<file path="src/rtl/parking_lot_sensor_counter_pkg.sv">
// parking_pkg: shared widths, default capacity and FSM state encoding
package parking_pkg;
  localparam int COUNT_W = 5;
  localparam int DEFAULT_MAX_COUNT = 16;
  typedef enum logic [2:0] {IDLE, EN1, EN2, EN3, EX1, EX2, EX3} state_t;
endpackage

</file>
<file path="src/rtl/occupancy_counter.sv">
// occupancy_counter: saturating up/down occupancy count with registered full/empty flags
module occupancy_counter
  import parking_pkg::*;
#(
  parameter int MAX_COUNT = DEFAULT_MAX_COUNT
) (
  input  logic               clk,
  input  logic               reset,
  input  logic               inc,
  input  logic               dec,
  output logic [COUNT_W-1:0] count,
  output logic               full,
  output logic               empty
);
  localparam logic [COUNT_W-1:0] MAX = COUNT_W'(MAX_COUNT);
  logic [COUNT_W-1:0] nxt;
  // next count, holding at either end of the range
  always_comb nxt = (inc && count != MAX) ? count + 1'b1 : (dec && count != '0) ? count - 1'b1 : count;
  // flags come from the next count so they change on the same edge as the count
  always_ff @(posedge clk or posedge reset)
    if (reset) begin
      count <= '0;
      full  <= 1'b0;
      empty <= 1'b1;
    end else begin
      count <= nxt;
      full  <= nxt == MAX;
      empty <= nxt == '0;
    end
endmodule

</file>
<file path="src/rtl/parking_lot_sensor_counter.sv">
// parking_lot_sensor_counter: synchronizes gate sensors, decodes car direction, tracks occupancy
module parking_lot_sensor_counter
  import parking_pkg::*;
#(
  parameter int MAX_COUNT = DEFAULT_MAX_COUNT
) (
  input  logic               clk,
  input  logic               reset,
  input  logic               a,
  input  logic               b,
  output logic [COUNT_W-1:0] counterstate,
  output logic               enter,
  output logic               exit,
  output logic               full,
  output logic               empty
);
  logic [1:0] s1, s;
  state_t state, nxt;
  logic done_en, done_ex;
  // two-flop synchronizer on the {a,b} pair
  always_ff @(posedge clk or posedge reset)
    if (reset) begin
      s1 <= 2'b00;
      s  <= 2'b00;
    end else begin
      s1 <= {a, b};
      s  <= s1;
    end
  // direction decoder; any all-clear drops back to IDLE, skipped steps abort
  always_comb begin
    nxt = IDLE;
    case (state)
      IDLE: nxt = s == 2'b10 ? EN1 : s == 2'b01 ? EX1 : IDLE;
      EN1:  nxt = s == 2'b10 ? EN1 : s == 2'b11 ? EN2 : IDLE;
      EN2:  nxt = s == 2'b11 ? EN2 : s == 2'b01 ? EN3 : s == 2'b10 ? EN1 : IDLE;
      EN3:  nxt = s == 2'b01 ? EN3 : s == 2'b11 ? EN2 : IDLE;
      EX1:  nxt = s == 2'b01 ? EX1 : s == 2'b11 ? EX2 : IDLE;
      EX2:  nxt = s == 2'b11 ? EX2 : s == 2'b10 ? EX3 : s == 2'b01 ? EX1 : IDLE;
      EX3:  nxt = s == 2'b10 ? EX3 : s == 2'b11 ? EX2 : IDLE;
      default: nxt = IDLE;
    endcase
  end
  assign done_en = state == EN3 && s == 2'b00;
  assign done_ex = state == EX3 && s == 2'b00;
  // state register and completion pulses, aligned with the count update
  always_ff @(posedge clk or posedge reset)
    if (reset) begin
      state <= IDLE;
      enter <= 1'b0;
      exit  <= 1'b0;
    end else begin
      state <= nxt;
      enter <= done_en;
      exit  <= done_ex;
    end
  occupancy_counter #(.MAX_COUNT(MAX_COUNT)) u_cnt (
    .clk(clk),
    .reset(reset),
    .inc(done_en),
    .dec(done_ex),
    .count(counterstate),
    .full(full),
    .empty(empty)
  );
endmodule

</file>
<file path="config.mk">
export PLATFORM = sky130hd
export DESIGN_NAME = parking_lot_sensor_counter
export DESIGN_NICKNAME = d
export VERILOG_FILES = /design/src/rtl/parking_lot_sensor_counter_pkg.sv /design/src/rtl/occupancy_counter.sv /design/src/rtl/parking_lot_sensor_counter.sv
export SDC_FILE = /design/constraint.sdc
export NUM_CORES = 1
export LEC_CHECK = 0
export CAP_MARGIN = 20
export CORE_ASPECT_RATIO = 0.9
export CORE_MARGIN = 8
export CORE_UTILIZATION = 50
export CTS_BUF_LIST = sky130_fd_sc_hd__clkbuf_4 sky130_fd_sc_hd__clkbuf_8
export DETAILED_ROUTE_END_ITERATION = 10
export PLACE_DENSITY = 0.77
export SYNTH_ARGS = -nofsm -noshare
export SYNTH_HDL_FRONTEND = slang
export SYNTH_SLANG_ARGS = --single-unit
</file>
<file path="constraint.sdc">
create_clock -name clk -period 1.95 [get_ports clk]
set_input_delay 0.195 -clock clk [delete_from_list [all_inputs] [get_ports clk]]
set_output_delay 0.195 -clock clk [all_outputs]
set_load 0.01 [all_outputs]
</file>
==> metrics, run 1 <==
mapped cell area=926 µm²; FF-to-FF End=u_cnt.full; initial antenna violation count=0; Die Width=61.4 µm; crit share post-route=108%; largest net degree at the start of global routing=17; post-route setup TNS=-0.296 ns; share of post-route cells with drive strength above 1=47.8%; Root Buffer=clkbuf_4; part of the power in combinational logic=20.7%; Ys Warns=0; top sig layer=met4; antenna cells=0; Critical R2R Launch=s[1]; Die ar.=0.00349 mm²; Switching Share=28.1%; CP endpoint=u_cnt.full; Internal=0.543 mW; Pre-antenna DRT Iters=5; Slew HR=59.4%; sequential element share of the synthesized area=43.4%; first-pass GRT wire length=4.15 mm; routability cong.=0.922; final hold violations=0; Final ANT Viol Nets=0; Clock transition at path regs=0.10 ns; IO Pins=13; total grt overflow=0; Flop pwr share=49.2%; clock buffer depth=2; critical path cell sequence=inv_2 -> ha_4 -> nand4b_1 -> inv_2 -> buf_6 -> buf_6 -> a21oi_4 -> o32ai_2 -> or3_4 -> nor3b_2; clock share of power=30.1%; Mapped Avg Cell Area=10.4 µm²; CTS tree=built; Max Freq=476 MHz; CP max stage cell=dfrtp_1; CP bufs+invs=4; delay-heaviest family, CP=simple AND/OR/NAND/NOR gates; Hold Crit Class=input pin to asynchronous set/reset pin; Crit path required time=2.17 ns; Vias=918; met2 routed WL=1.49 mm; crit-path max FO=4; met3 WL=265 µm; Setup Crit Path Kind=flip-flop to flip-flop; Die Ht=56.8 µm; status=finished with violations; setup ws final=-0.149 ns; failing checks=negative setup slack; Worst-Margin Slew=0.608 ns; # setup viols final=3; r2r setup slk=-0.15 ns; DRT Wirelength=3.02 mm; Critical path origin=s[1]; DRC viols=0; vias in the first global route=883; # rows=14; worst skew pair latency=0.30 ns; crit-path max cell delay=0.41 ns; Post-Synthesis Net Count=101; r2r worst-path depth=10; TritonCTS buffer count=3; initial DRC count=35; nets@finish=147; core area=0.00172 mm²; htree depth=1; Sw Pwr=0.212 mW; setup repair after global routing missed its margin=yes; Max VDD drop=0.597 mV; initial core utilization=53.9%; critical path arrival=2.32 ns; dpl cell area=0.00121 mm²; Pleak=0.659 nW; Worst Clk Skew=0.00529 ns; # port buffers=12; Pwr Density=522 mW/mm²; global-route usage over all layers=15.5%; Slew Viols, Final=0; Area Growth Syn to Fin=56.1%; DP HPWL=1.66 mm; endpoint class of the critical path=flip-flop; final instance area=0.00145 mm²; Syn Inst Count=89; CTS sink cnt=16; M1 wire length=1.19 mm; Critical Path Source Type=flip-flop; Avg WL per Cell=19.1 µm; Final min period=2.10 ns; DR vias/cell=5.81; flops & latches, synth=16; count of different cell masters after synthesis=38; critical path depth in cells=10; FILL cells=92; Post-CTS Hold Fix Bufs=0; MaxCap Viol Count=0
## cell type report
type / instances / area (µm²) / area share (%)
Clock buffer: 4 / 36.3 / 2.51
Multi-Input combinational cell: 58 / 558 / 38.6
Inverter: 11 / 41.3 / 2.86
Timing Repair Buffer: 45 / 375 / 26.0
Sequential cell: 16 / 404 / 28.0
Tap cell: 24 / 30.0 / 2.08
## sequential cells by signal, indices dropped and copies added (netlist names)
signal       count
state            3
s                2
exit             1
u_cnt.count      5
u_cnt.empty      1
enter            1
s1               2
u_cnt.full       1
## metal layers
layer	track usage, %	vias to the layer above
li1	-	415
met1	19.1	431
met2	24.0	58
met3	5.23	14
met4	5.52	0
met5	0	-
## metrics by stage
| stage | power [mW] | hold WS (ns) | utilization, % | cells | setup WS (ns) |
|---|---|---|---|---|---|
| floorplan | 0.454 | 0.108 | - | 89 | 0.0143 |
| global placement | 0.497 | 0.336 | 70.8 | 141 | -0.0633 |
| detailed placement | 0.503 | 0.335 | 70.8 | 141 | -0.0689 |
| CTS | 0.735 | 0.271 | 79.8 | 155 | -0.0406 |
| global route | 0.787 | 0.311 | 84.2 | 158 | -0.205 |
| finish | 0.755 | 0.267 | 84.2 | 158 | -0.149 |
## logic make-up (layout without fill, tap and decap cells)
family,count (synthesis),count (layout),share of synthesized area (%)
AOI/OAI and AO/OA,25,25,18.8
and+or+nand+nor,23,23,17.6
DFF,16,16,43.4
buffers and inverters,15,60,7.30
adders and majority gates,8,8,10.8
xor gates and xnor gates,1,1,0.946
muxes,1,1,1.22
## what timing repair did
action,CTS,global route
cloned,0,0
buffers inserted,11,4
endpoints found under the setup margin,2,5
pin swaps,9,5
hold endpoints to repair,0,0
resized for setup,11,10
## placed cells by master (no fill, tap or decap), types with 2 or more instances in the layout
cell type	count
a21oi_1	6
buf_4	31
buf_6	2
clkbuf_4	3
clkdlybuf4s50_1	12
dfrtp_1	13
dfrtp_2	2
ha_1	5
ha_4	3
inv_1	5
inv_2	6
nand2_1	5
nand3_1	3
nand4b_1	2
o22ai_1	4
## how the worst min path moves through the flow
stage / start / endpoint / slack, ns / cells after the start
5_1_grt: reset / u_cnt.count[2] / 0.31 / 2
3_5_place_dp: s1[0] / s[0] / 0.33 / 0
4_1_cts: reset / u_cnt.count[2] / 0.27 / 2
6_report: reset / u_cnt.count[2] / 0.27 / 2
2_1_floorplan: reset / enter / 0.11 / 1
3_3_place_gp: s1[1] / s[1] / 0.34 / 0
## cell usage after synthesis
cell,number,area share [%]
a21bo_2,1,1.1
nand3_2,1,1.1
nand3b_1,1,0.81
nor3b_2,1,1.4
nor3_1,2,1.1
nand4b_1,2,1.9
xnor2_1,1,0.95
and2_1,1,0.68
inv_2,2,0.81
or4b_4,1,1.5
a2bb2oi_1,1,0.95
a21oi_1,6,3.2
nand4_1,1,0.68
or4_1,1,0.81
dfstp_2,1,2.8
nand4bb_1,1,1.2
a2bb2o_1,1,1.1
o32ai_1,1,0.95
nand2b_1,1,0.68
buf_2,3,1.6
nor4b_1,1,0.95
ha_1,8,11
dfrtp_1,15,41
o21ai_0,3,1.6
nand3_1,3,1.6
a22o_1,1,0.95
buf_6,1,1.2
o221ai_1,1,0.95
nand2_1,5,2.0
o41ai_1,1,0.95
a41oi_1,1,0.95
a211oi_1,1,0.81
inv_1,9,3.6
mux2_2,1,1.2
a22oi_1,2,1.6
or3_4,1,1.2
o22ai_1,4,2.7
a21oi_2,1,0.95
## worst register-to-register path: stages (launching register included)
cell      delay [ns]
dfrtp_1         0.41
inv_2           0.07
ha_4            0.17
nand4b_1        0.20
inv_2           0.11
buf_6           0.15
buf_6           0.12
a21oi_4         0.13
o32ai_2         0.11
or3_4           0.40
nor3b_2         0.18
## power groups by stage
stage,Sequential [mW],Combinational [mW],Clock [mW]
after floorplan,0.363,0.0912,0
after global placement,0.370,0.127,0
after detailed placement,0.373,0.130,0
after CTS,0.366,0.144,0.225
after global routing,0.373,0.169,0.246
final,0.372,0.156,0.227
Power figures use the tool's default switching activity.
==> inputs of run 2 (changes only) <==
- HOLD_SLACK_MARGIN: unset -> 0.12
==> results of run 2 <==
Final layout, timing and power as in run 1 (identical DEF).
